--- src/rtl/if_stage.sv ---
// Fetch stage: owns the PC, issues word fetches to a 1-cycle imem and buffers {instr, pc} for decode.
// Latency: fetch issued cycle N, visible to decode at N+2. Optional misalignment trap: IF_MISALIGN_CHECK_EN.
// Backpressure: issue stops once buffered + in-flight entries would exceed FETCH_BUF_DEPTH after this cycle's pop.
module if_stage #(
  parameter int                    DATA_WIDTH      = 32,
  parameter logic [DATA_WIDTH-1:0] RESET_PC        = '0,
  parameter int                    FETCH_BUF_DEPTH = 2
) (
  input  logic                  clk,
  input  logic                  rst,
  output logic                  imem_req_o,
  output logic [DATA_WIDTH-1:0] imem_addr_o,
  input  logic [DATA_WIDTH-1:0] imem_rdata_i,
  input  logic                  redirect_i,
  input  logic [DATA_WIDTH-1:0] redirect_pc_i,
  input  logic                  id_ready_i,
  output logic                  id_valid_o,
  output logic [DATA_WIDTH-1:0] instruction_o,
  output logic [DATA_WIDTH-1:0] pc_o,
  output logic                  misaligned_o
);

  localparam int CW = $clog2(FETCH_BUF_DEPTH + 1);

  typedef struct packed {
    logic [DATA_WIDTH-1:0] instr;
    logic [DATA_WIDTH-1:0] pc;
  } entry_t;

  logic [DATA_WIDTH-1:0] pc_q, inflight_pc_q, target_pc;
  logic                  inflight_q, push_vld, pop, fetch_block;
  logic [CW-1:0]         fifo_cnt;
  logic [CW:0]           occ;
  entry_t                push_dat, head_dat;

`ifdef IF_MISALIGN_CHECK_EN
  logic mis_q;

  always_ff @(posedge clk) begin
    if (rst)             mis_q <= 1'b0;
    else if (redirect_i) mis_q <= |redirect_pc_i[1:0];
  end

  assign misaligned_o = mis_q;
  assign fetch_block  = mis_q;
  assign target_pc    = redirect_pc_i;
`else
  assign misaligned_o = 1'b0;
  assign fetch_block  = 1'b0;
  assign target_pc    = redirect_pc_i & ~DATA_WIDTH'(3);
`endif

  // A pop this cycle frees a slot before the response to this cycle's request lands.
  assign pop  = id_valid_o && id_ready_i;
  assign occ  = {1'b0, fifo_cnt} + {{CW{1'b0}}, inflight_q} - {{CW{1'b0}}, pop};

  assign imem_req_o  = !rst && !redirect_i && !fetch_block && (occ < (CW+1)'(FETCH_BUF_DEPTH));
  assign imem_addr_o = pc_q;

  assign push_vld = inflight_q && !redirect_i;
  assign push_dat = '{instr: imem_rdata_i, pc: inflight_pc_q};

  always_ff @(posedge clk) begin
    if (rst) begin
      pc_q          <= RESET_PC;
      inflight_q    <= 1'b0;
      inflight_pc_q <= '0;
    end else if (redirect_i) begin
      pc_q       <= target_pc;
      inflight_q <= 1'b0;
    end else begin
      inflight_q <= imem_req_o;
      if (imem_req_o) begin
        inflight_pc_q <= pc_q;
        pc_q          <= pc_q + DATA_WIDTH'(4);
      end
    end
  end

  fifo #(
    .WIDTH ($bits(entry_t)),
    .DEPTH (FETCH_BUF_DEPTH)
  ) u_fetch_buf (
    .clk    (clk),
    .rst    (rst),
    .flush  (redirect_i),
    .wr_vld (push_vld),
    .wr_dat (push_dat),
    .rd_rdy (id_ready_i),
    .rd_vld (id_valid_o),
    .rd_dat (head_dat),
    .cnt    (fifo_cnt)
  );

  assign instruction_o = head_dat.instr;
  assign pc_o          = head_dat.pc;

endmodule

// Generic synchronous FIFO with flush; head data reads as zero when empty.
// Latency: write visible at the head the cycle after the push.
// Backpressure: a push into a full FIFO is accepted only alongside a pop; otherwise dropped.
module fifo #(
  parameter int WIDTH = 8,
  parameter int DEPTH = 2
) (
  input  logic                       clk,
  input  logic                       rst,
  input  logic                       flush,
  input  logic                       wr_vld,
  input  logic [WIDTH-1:0]           wr_dat,
  input  logic                       rd_rdy,
  output logic                       rd_vld,
  output logic [WIDTH-1:0]           rd_dat,
  output logic [$clog2(DEPTH+1)-1:0] cnt
);

  localparam int PW = $clog2(DEPTH);
  localparam int CW = $clog2(DEPTH + 1);

  logic [WIDTH-1:0] mem [DEPTH];
  logic [PW-1:0]    wr_ptr, rd_ptr;
  logic             wr_en, rd_en;

  assign rd_vld = (cnt != '0);
  assign rd_en  = rd_vld && rd_rdy;
  assign wr_en  = wr_vld && ((cnt < CW'(DEPTH)) || rd_en);
  assign rd_dat = rd_vld ? mem[rd_ptr] : '0;

  always_ff @(posedge clk) begin
    if (rst || flush) begin
      wr_ptr <= '0;
      rd_ptr <= '0;
      cnt    <= '0;
    end else begin
      if (wr_en) wr_ptr <= wr_ptr + 1'b1;
      if (rd_en) rd_ptr <= rd_ptr + 1'b1;
      case ({wr_en, rd_en})
        2'b10:   cnt <= cnt + 1'b1;
        2'b01:   cnt <= cnt - 1'b1;
        default: cnt <= cnt;
      endcase
    end
  end

  // Storage needs no reset: the head is masked while the FIFO is empty.
  always_ff @(posedge clk) begin
    if (wr_en && !rst && !flush) mem[wr_ptr] <= wr_dat;
  end

endmodule

--- config.mk ---
export PLATFORM = sky130hd
export DESIGN_NAME = if_stage
export DESIGN_NICKNAME = d
export VERILOG_FILES = /design/src/rtl/if_stage.sv
export SDC_FILE = /design/constraint.sdc
export NUM_CORES = 1
export LEC_CHECK = 0
export CAP_MARGIN = 20
export CORE_MARGIN = 3
export CORE_UTILIZATION = 55
export DETAILED_ROUTE_END_ITERATION = 8
export HOLD_SLACK_MARGIN = 0.03
export PLACE_DENSITY_LB_ADDON = 0.08
export REMOVE_ABC_BUFFERS = 1
export SKIP_LAST_GASP = 1
export SYNTH_ARGS = -nofsm -noshare
export SYNTH_HDL_FRONTEND = slang
export SYNTH_SLANG_ARGS = --single-unit
--- constraint.sdc ---
create_clock -name clk -period 17.19 [get_ports clk]
set_clock_uncertainty 0.15 [all_clocks]
set_input_delay 3.438 -clock clk [delete_from_list [all_inputs] [get_ports clk]]
set_output_delay 3.438 -clock clk [all_outputs]
set_load 0.005 [all_outputs]
=== Word level (Yosys, flattened, before mapping) ===
Memory sizes are Yosys's and may differ from the RTL's. A register that Yosys moved wholly into a read port is not among the register bits.
Cells that the tools add are included.

* Flip-flop bits (word level): 69
* Memory bits (writable): 128
* Output and inout bits: 99
* Memories kept: 1

{| class="wikitable"
|+ Memory list
! name !! depth !! width !! read ports !! clocked after memory_dff !! wr ports !! line !! text
|-
| u_fetch_buf.mem || 2 || 64 || 1 || 1 || 1 || 121 || <nowiki>logic [WIDTH-1:0] mem [DEPTH];</nowiki>
|}

* $add $sub $neg: 7
* $lt $le $gt $ge: 2
* Equality and inequality tests: 2
* Muxes and demuxes: 8
* Bitwise logic cells: 1
* Reductions and logical operators: 16

{| class="wikitable"
|+ Operators by type and width
! kind !! number
|-
| $mux W32 || 2
|-
| $mux W64 || 1
|-
| $add A32 B3 Y32 const B || 1
|-
| $logic_and A1 B1 Y1 || 7
|-
| $reduce_bool A2 Y1 || 3
|-
| $mux W1 || 4
|-
| $pmux W2 S2 || 1
|-
| $add A2 B1 Y3 || 1
|-
| $lt A3 B2 Y1 const B || 1
|-
| $sub A3 B1 Y3 || 1
|-
| $add A1 B1 Y1 const B || 2
|-
| $add A2 B1 Y2 const B || 1
|-
| $eq A2 B1 Y1 const B || 1
|-
| $eq A2 B2 Y1 const B || 1
|-
| $logic_not A1 Y1 || 2
|-
| $logic_or A1 B1 Y1 || 2
|-
| $lt A2 B2 Y1 const B || 1
|-
| $reduce_and A2 Y1 || 1
|-
| $reduce_or A2 Y1 || 1
|-
| $sub A2 B1 Y2 const B || 1
|-
| $not A1 Y1 || 1
|}

=== Depth between registers and ports, before layout ===
Gate-level depths: netlist of the first run.

* Word-level depth: 8
* Depth in mapped cells: 12

=== Modules after synthesis ===
A second synthesis of the first run with hierarchy kept.

* Cell total of the unflattened synthesis: 697
* Area, all modules: 8257.9 µm²

{| class="wikitable"
|+ By module, submodules not included
! module !! instances !! cells each !! area each (µm²)
|-
| fifo || 1 || 300 || 5047.3
|-
| if_stage || 1 || 397 || 3210.6
|}

=== Worst setup path before layout of the first run ===
No wires, ideal clock.

* Path kind: input port to output port
* From: in id_ready_i
* To: out imem_req_o
* Arrival: 5.235 ns
* Setup slack: 8.367 ns
* Stages on the path: 9
* Path buffers: 2
* Cells stage by stage: nor2b_1 -> ha_1 -> nand2b_1 -> fa_1 -> xnor2_1 -> nand3_2 -> inv_2 -> buf_2 -> buf_2

* Longest elaborated chain between the ends: 4

{| class="wikitable"
|+ Ends and longest elaborated chain
! what !! line !! text
|-
| start, declared || 16 || <nowiki>input logic id_ready_i,</nowiki>
|-
| $logic_and A1 B1 Y1 || 54 || <nowiki>assign pop = id_valid_o && id_ready_i;</nowiki>
|-
| $sub A3 B1 Y3 || 55 || <nowiki>assign occ = {1'b0, fifo_cnt} + {{CW{1'b0}}, inflight_q} - {{CW{1'b0}}, pop};</nowiki>
|-
| $lt A3 B2 Y1 || 57 || <nowiki>assign imem_req_o = !rst && !redirect_i && !fetch_block && (occ < (CW+1)'(FETCH_BUF_DEPTH));</nowiki>
|-
| $logic_and A1 B1 Y1 || 57 ||
|-
| end, declared || 11 || <nowiki>output logic imem_req_o,</nowiki>
|}

Every way passes these cells.

=== Worst setup path after layout of the first run ===
* From: in id_ready_i
* To: out imem_req_o

* Longest elaborated chain between the ends: 4

{| class="wikitable"
|+ Ends and longest elaborated chain
! what !! line !! text
|-
| $logic_and A1 B1 Y1 || 54 ||
|-
| via pop || 31 || <nowiki>logic inflight_q, push_vld, pop, fetch_block;</nowiki>
|-
| $sub A3 B1 Y3 || 55 ||
|-
| $lt A3 B2 Y1 || 57 ||
|-
| $logic_and A1 B1 Y1 || 57 ||
|}

The timed path passes the listed nets, and every way through them passes these cells.

==> results of run 1 <==
## registers in the layout, summed over array words and instances (netlist names), named ones only
| name | flops |
|---|---|
| inflight_q | 1 |
| u_fetch_buf.mem | 124 |
| u_fetch_buf.cnt | 2 |
| inflight_pc_q | 30 |
| u_fetch_buf.rd_ptr | 1 |
| imem_addr_o | 30 |
| u_fetch_buf.wr_ptr | 1 |
## layer usage
metal	GRT usage, %	part of all wire [%]	vias to the layer above
met4	9.413	2.4	0
met3	5.017	5.8	28
met5	0	0	-
met1	27.98	42	2634
li1	-	-	2666
met2	37.88	50	183
## worst paths after layout
kind / cells past startpoint / end
worst max-delay path: 9 / imem_req_o
worst min-delay path: 0 / u_fetch_buf.mem[1][17]
worst max register to register: 11 / imem_addr_o[20]
worst min register to register: 0 / u_fetch_buf.mem[1][17]
## logic make-up (layout without fill, tap and decap cells)
| kind of cell | after synthesis | count (layout) |
|---|---|---|
| and+or+nand+nor | 227 | 227 |
| DFF | 190 | 190 |
| AOI/OAI and AO/OA | 105 | 105 |
| muxes | 62 | 62 |
| buffers and inverters | 52 | 209 |
| xor gates and xnor gates | 15 | 15 |
| adders and majority gates | 4 | 4 |
| other | 1 | 5 |
## worst max-delay path, stage by stage
cell             delay, ps
clkdlybuf4s50_1        490
nor2b_1                290
ha_1                   290
nand2b_1               160
fa_1                   380
xnor2_1                230
nand3_2                130
inv_2                  570
clkdlybuf4s50_1        640
## power by group
part	leakage, nW	total (mW)	switching (mW)	internal (mW)
logic	1.30	0.0703	0.0324	0.0379
registers	1.69	0.507	0.0118	0.495
clock network	0.275	0.381	0.159	0.222
## layout by cell type (no fill, tap or decap), drive strengths merged, types with 2 or more instances in the layout
master	n
clkdlybuf4s50	158
edfxtp	124
nand2	79
nor2	77
dfxtp	66
mux2i	62
a21oi	54
clkbuf	25
a31oi	15
inv	12
nand3	11
nor3	11
and2	10
o21ai	9
xnor2	9
o22ai	9
nand4	9
buf	9
and3	7
xor2	6
o311ai	6
and4	5
conb	5
o211ai	4
or3	4
nor4	4
ha	3
clkinvlp	3
nor2b	2
nand2b	2
or4	2
a32oi	2
a211oi	2
or2	2
## final cells by class
type                            count  area share [%]
Inverter                           10          0.3727
Timing Repair Buffer              167           16.47
Clock inverter                      7          0.7579
Sequential cell                   190           50.13
Tap cell                          176           2.187
Clock buffer                       25           5.044
Multi-Input combinational cell    418           25.03
==> flow_summary_export.csv, run 1 <==
group,metric,value,unit
clocking,clock_path_buffers,2,
logic_synthesis,synthAdderAreaFrac,0.7416,%
global_route,grt-ovfl-total,0,
setup_path,cp_data_arrival_time,6600,ps
global_route,track_usage,22.46,%
global_route,grt_max_degree,70,
timing,finalSetupViolCount,0,
logic_synthesis,synth-simple-area-share,13.67,%
final_layout,final_cells,993,
setup_path,reg2reg_slack,13480,ps
setup_path,critical_path.startpoint_type,"input port",
power_and_ir_drop,max-vdd-ir-drop,0.06102,mV
routing,drc,0,
logic_synthesis,syn_area_per_cell,11.83,um2
timing,clock.fmax,98.12,MHz
logic_synthesis,yosys_register_bits,190,
clocking,clock_latency,420,ps
power_and_ir_drop,finalPower,0.9580,mW
timing,tightest_slew,854.4,ps
logic_synthesis,synth_compound_area_share,7.883,%
final_layout,fillers,943,
setup_path,end_kind,"output port",
logic_synthesis,synthMuxAreaShare,7.996,%
timing,finalCriticalPeriod,10190,ps
placed_design,post_dp_cell_area,0.009467,mm2
logic_synthesis,yosysWarnings,0,
final_layout,syn_to_final_growth,29.76,%
logic_synthesis,synth.most_common_cell,"edfxtp_1",
logic_synthesis,syn-cell-area,0.007761,mm2
global_route,grt_pass1_vias,5513,
routing,antenna_left,0,
floorplan,fp.dieW,124.8,um
setup_path,required,13600,ps
run,cap_violations,0,
global_route,antenna_found_initial,0,
routing,routed_wl,17350,um
final_layout,fin_nets,876,
placed_design,pre_cts_ws,7027,ps
routing,first_iter_violations,554,
clocking,cts_root_buf,"clkbuf_16",
clocking,cts_tree,"yes",
timing,min_period_over_period,59.29,%
clocking,path_clk_slew,60,ps
hold_path,min-delay-start,"inflight_pc_q[17]",
timing,maxSlewViolCount,0,
floorplan,rows,42,
logic_synthesis,netlist_instances,656,
timing,whs,301.2,ps
timing,final.setup.tns,0,ps
logic_synthesis,seq_area_frac_synth,65.00,%
setup_path,worstPathMaxFanout,41,
floorplan,die_h,124.8,um
timing,grt_setup_unrepaired,"no",
floorplan,io_pins,167,
logic_synthesis,yosys.area.top_type,"edfxtp_1",
routing,drtPass1Iterations,5,
clocking,post_cts_buffers,0,
global_route,grt_pass1_wl,27990,um
final_layout,multi_input_area,0.002521,mm2
logic_synthesis,synth_edf_count,124,
clocking,cts_buffers,17,
final_layout,final_core_util,74.57,%
placed_design,place_hpwl,11010,um
power_and_ir_drop,p_per_area,95.12,mW/mm2
clocking,clkSinkCount,190,
routing,vias,5511,
final_layout,seq_area,0.005049,mm2
final_layout,final_cell_area,0.01007,mm2
placed_design,numPortBuffers,159,
setup_path,crit_type,"in -> out",
logic_synthesis,synth_cell_type_count,50,
placed_design,gp_congestion,0.8513,
logic_synthesis,synth_top_area_share,47.98,%
logic_synthesis,ys_async_sr_fraction,0,%
power_and_ir_drop,p_leak,3.266,nW
timing,slew-limit-headroom,42.91,%
setup_path,r2r-start,"u_fetch_buf.cnt[1]",
routing,wl_per_cell,17.47,um
floorplan,dieArea,0.01557,mm2
logic_synthesis,synth_area_leaders,"edfxtp_1 (48%), dfxtp_1 (17%), mux2i_1 (8.0%)",
placed_design,dpl.cell_count,960,
run_status,outcome,"finished clean",
logic_synthesis,synth_top_family_by_area,"simple AND/OR/NAND/NOR gates",
hold_path,hold_path_class,"reg -> reg",
floorplan,core_area,0.01351,mm2
routing,drt-vias-per-instance,5.550,
timing,setup_slack,6999,ps
final_layout,insertedDiodeCount,0,
floorplan,initial_utilization,57.47,%
clocking,cts_resized,0,
logic_synthesis,synth-main-ff-cell,"edfxtp_1",
final_layout,drive_above_1_share,5.875,%
setup_path,critPathLaunch,"id_ready_i",
timing,hold_viol,0,
clocking,htreeDepth,4,
logic_synthesis,synthXorXnorAreaFrac,1.693,%
logic_synthesis,synthTopCellsByCount,"edfxtp_1 (124), nand2_1 (79), nor2_1 (76)",
clocking,cts_hold_buf,0,
Power figures use the tool's default switching activity.
==> run 2, diff against run 1 <==
--- a/config.mk
+++ b/config.mk
@@ -7,7 +7,7 @@
 export LEC_CHECK = 0
 export CAP_MARGIN = 20
 export CORE_MARGIN = 3
-export CORE_UTILIZATION = 55
+export CORE_UTILIZATION = 46
 export DETAILED_ROUTE_END_ITERATION = 8
 export HOLD_SLACK_MARGIN = 0.03
 export PLACE_DENSITY_LB_ADDON = 0.08
==> constraint.sdc (replaced) <==
create_clock -name clk -period 8.4 [get_ports clk]
set_clock_uncertainty 0.15 [all_clocks]
set_input_delay 1.68 -clock clk [delete_from_list [all_inputs] [get_ports clk]]
set_output_delay 1.68 -clock clk [all_outputs]
set_load 0.005 [all_outputs]
==> run 2 against run 1 <==
- register-to-register slack got worse by 9100 ps
- wire length rose by 0.56%
- die area rose by 19%
- global-route usage fell by 3.7 points
- critical path type unchanged
- clock power rose by 120%
==> flow_summary_export.csv, run 2 (synthesis results as in run 1) <==
group,metric,value,unit
run_status,outcome,"finished clean",
setup_path,r2r-start,"u_fetch_buf.cnt[1]",
clocking,clkSinkCount,190,
placed_design,gp_congestion,0.7771,
placed_design,numPortBuffers,159,
setup_path,worstPathMaxFanout,3,
timing,hold_viol,0,
routing,drt-vias-per-instance,5.217,
clocking,cts_hold_buf,0,
final_layout,final_cell_mix,"clkdlybuf4s50_1 (158), edfxtp_1 (124), nand2_1 (79)",
clocking,cts_root_buf,"clkbuf_16",
final_layout,insertedDiodeCount,0,
placed_design,post_dp_cell_area,0.009524,mm2
timing,clock.fmax,167.0,MHz
floorplan,dieArea,0.01847,mm2
global_route,track_usage,18.80,%
timing,maxSlewViolCount,0,
final_layout,drive_above_1_share,6.479,%
floorplan,rows,46,
setup_path,reg2reg_slack,4380,ps
power_and_ir_drop,max-vdd-ir-drop,0.1460,mV
floorplan,die_h,135.9,um
routing,drc,0,
power_and_ir_drop,finalPower,2.007,mW
floorplan,fp.dieW,135.9,um
routing,drtPass1Iterations,6,
placed_design,place_hpwl,10750,um
global_route,grt_max_degree,70,
run,cap_violations,0,
global_route,grt-ovfl-total,0,
routing,wl_per_cell,16.88,um
timing,final.setup.tns,0,ps
clocking,cts_buffers,17,
setup_path,cp_data_arrival_time,4160,ps
clocking,cts_resized,0,
clocking,cts_tree,"yes",
setup_path,end_kind,"output port",
final_layout,final_common_cell,"clkdlybuf4s50_1",
routing,vias,5394,
final_layout,regMostFlops,"u_fetch_buf.mem",
final_layout,final_cell_area,0.01016,mm2
global_route,grt_pass1_vias,5242,
clocking,clock_path_buffers,2,
power_and_ir_drop,p_per_area,197.5,mW/mm2
timing,grt_setup_unrepaired,"no",
timing,finalCriticalPeriod,5989,ps
setup_path,critPathLaunch,"id_ready_i",
timing,setup_slack,2411,ps
routing,antenna_left,0,
routing,first_iter_violations,305,
power_and_ir_drop,p_leak,3.289,nW
setup_path,ff2ff_path_depth,13,
setup_path,reg2reg_to,"imem_addr_o[20]",
clocking,clock_latency,420,ps
hold_path,hold_path_class,"reg -> reg",
floorplan,initial_utilization,47.99,%
final_layout,fillers,1277,
clocking,post_cts_buffers,0,
setup_path,required,6570,ps
setup_path,crit_end,"imem_req_o",
timing,slew-limit-headroom,40.19,%
global_route,antenna_found_initial,0,
final_layout,syn_to_final_growth,30.94,%
final_layout,fin_nets,877,
setup_path,crit_type,"in -> out",
timing,tightest_slew,895.0,ps
routing,routed_wl,17450,um
timing,min_period_over_period,71.30,%
placed_design,pre_cts_ws,2393,ps
floorplan,io_pins,167,
setup_path,critical_path.startpoint_type,"input port",
clocking,htreeDepth,4,
clocking,path_clk_slew,70,ps
timing,finalSetupViolCount,0,
final_layout,largest_reg_flops,124,
floorplan,core_area,0.01617,mm2
global_route,grt_pass1_wl,27170,um
[run 2: changes by cell type in the layout (fill, tap and decap cells not counted)]
cell,change
clkinv_4,+1
clkbuf_8,-1
clkbuf_1,-4
buf_4,+1
inv_6,+3
buf_16,+1
inv_8,+1
inv_4,-1
clkbuf_16,-2
clkinv_2,+1
buf_12,-1
bufinv_16,+2
[run 2: stage by stage]
step | hold WS [ps] | util [%] | cells
2_1_floorplan | 275.4 | - | 618
6_report | 304.7 | 62.83 | 1034
5_1_grt | 317.3 | 62.83 | 1034
3_3_place_gp | 278.9 | 58.89 | 1001
3_5_place_dp | 289.4 | 58.89 | 1001
4_1_cts | 305.9 | 62.66 | 1033
[run 2: critical path: stages]
cell and delay [ps]:
clkdlybuf4s50_1 470, nor2b_1 270, ha_1 280, nand2b_1 150
fa_1 370, xnor2_1 220, nand3_2 120, inv_2 90
clkdlybuf4s50_1 500
[run 2: final cells by class]
cell class	instances	area, um2	area share (%)
flip-flops and latches	190	5049	49.68
inverters	10	37.54	0.3694
clock inverters	14	181.4	1.785
clock buffers	18	429.2	4.223
multi-input cells	418	2521	24.81
repair buffers	168	1674	16.47
well taps	216	270.3	2.659
[run 2: per-layer routing]
metal  track usage (%)  part of all wire [%]  wire (um)
met4             5.879                   1.4        237
met1             24.92                    44       7711
met3             3.590                   5.6        971
met2             31.50                    49       8528
met5                 0                     0          0
[run 2: worst min-delay path by stage]
stage	depth (start not counted)	start	to
after floorplan	0	inflight_pc_q[10]	u_fetch_buf.mem[0][10]
after global placement	0	inflight_pc_q[26]	u_fetch_buf.mem[1][26]
after detailed placement	0	inflight_pc_q[31]	u_fetch_buf.mem[0][31]
after CTS	0	inflight_pc_q[28]	u_fetch_buf.mem[0][28]
after global routing	0	inflight_pc_q[15]	u_fetch_buf.mem[1][15]
final	0	inflight_pc_q[28]	u_fetch_buf.mem[0][28]
[run 2: where the power goes]
group	switching (mW)	total, mW	internal, mW
clock network	0.351	0.826	0.475
registers	0.0237	1.04	1.01
logic	0.0657	0.144	0.0779
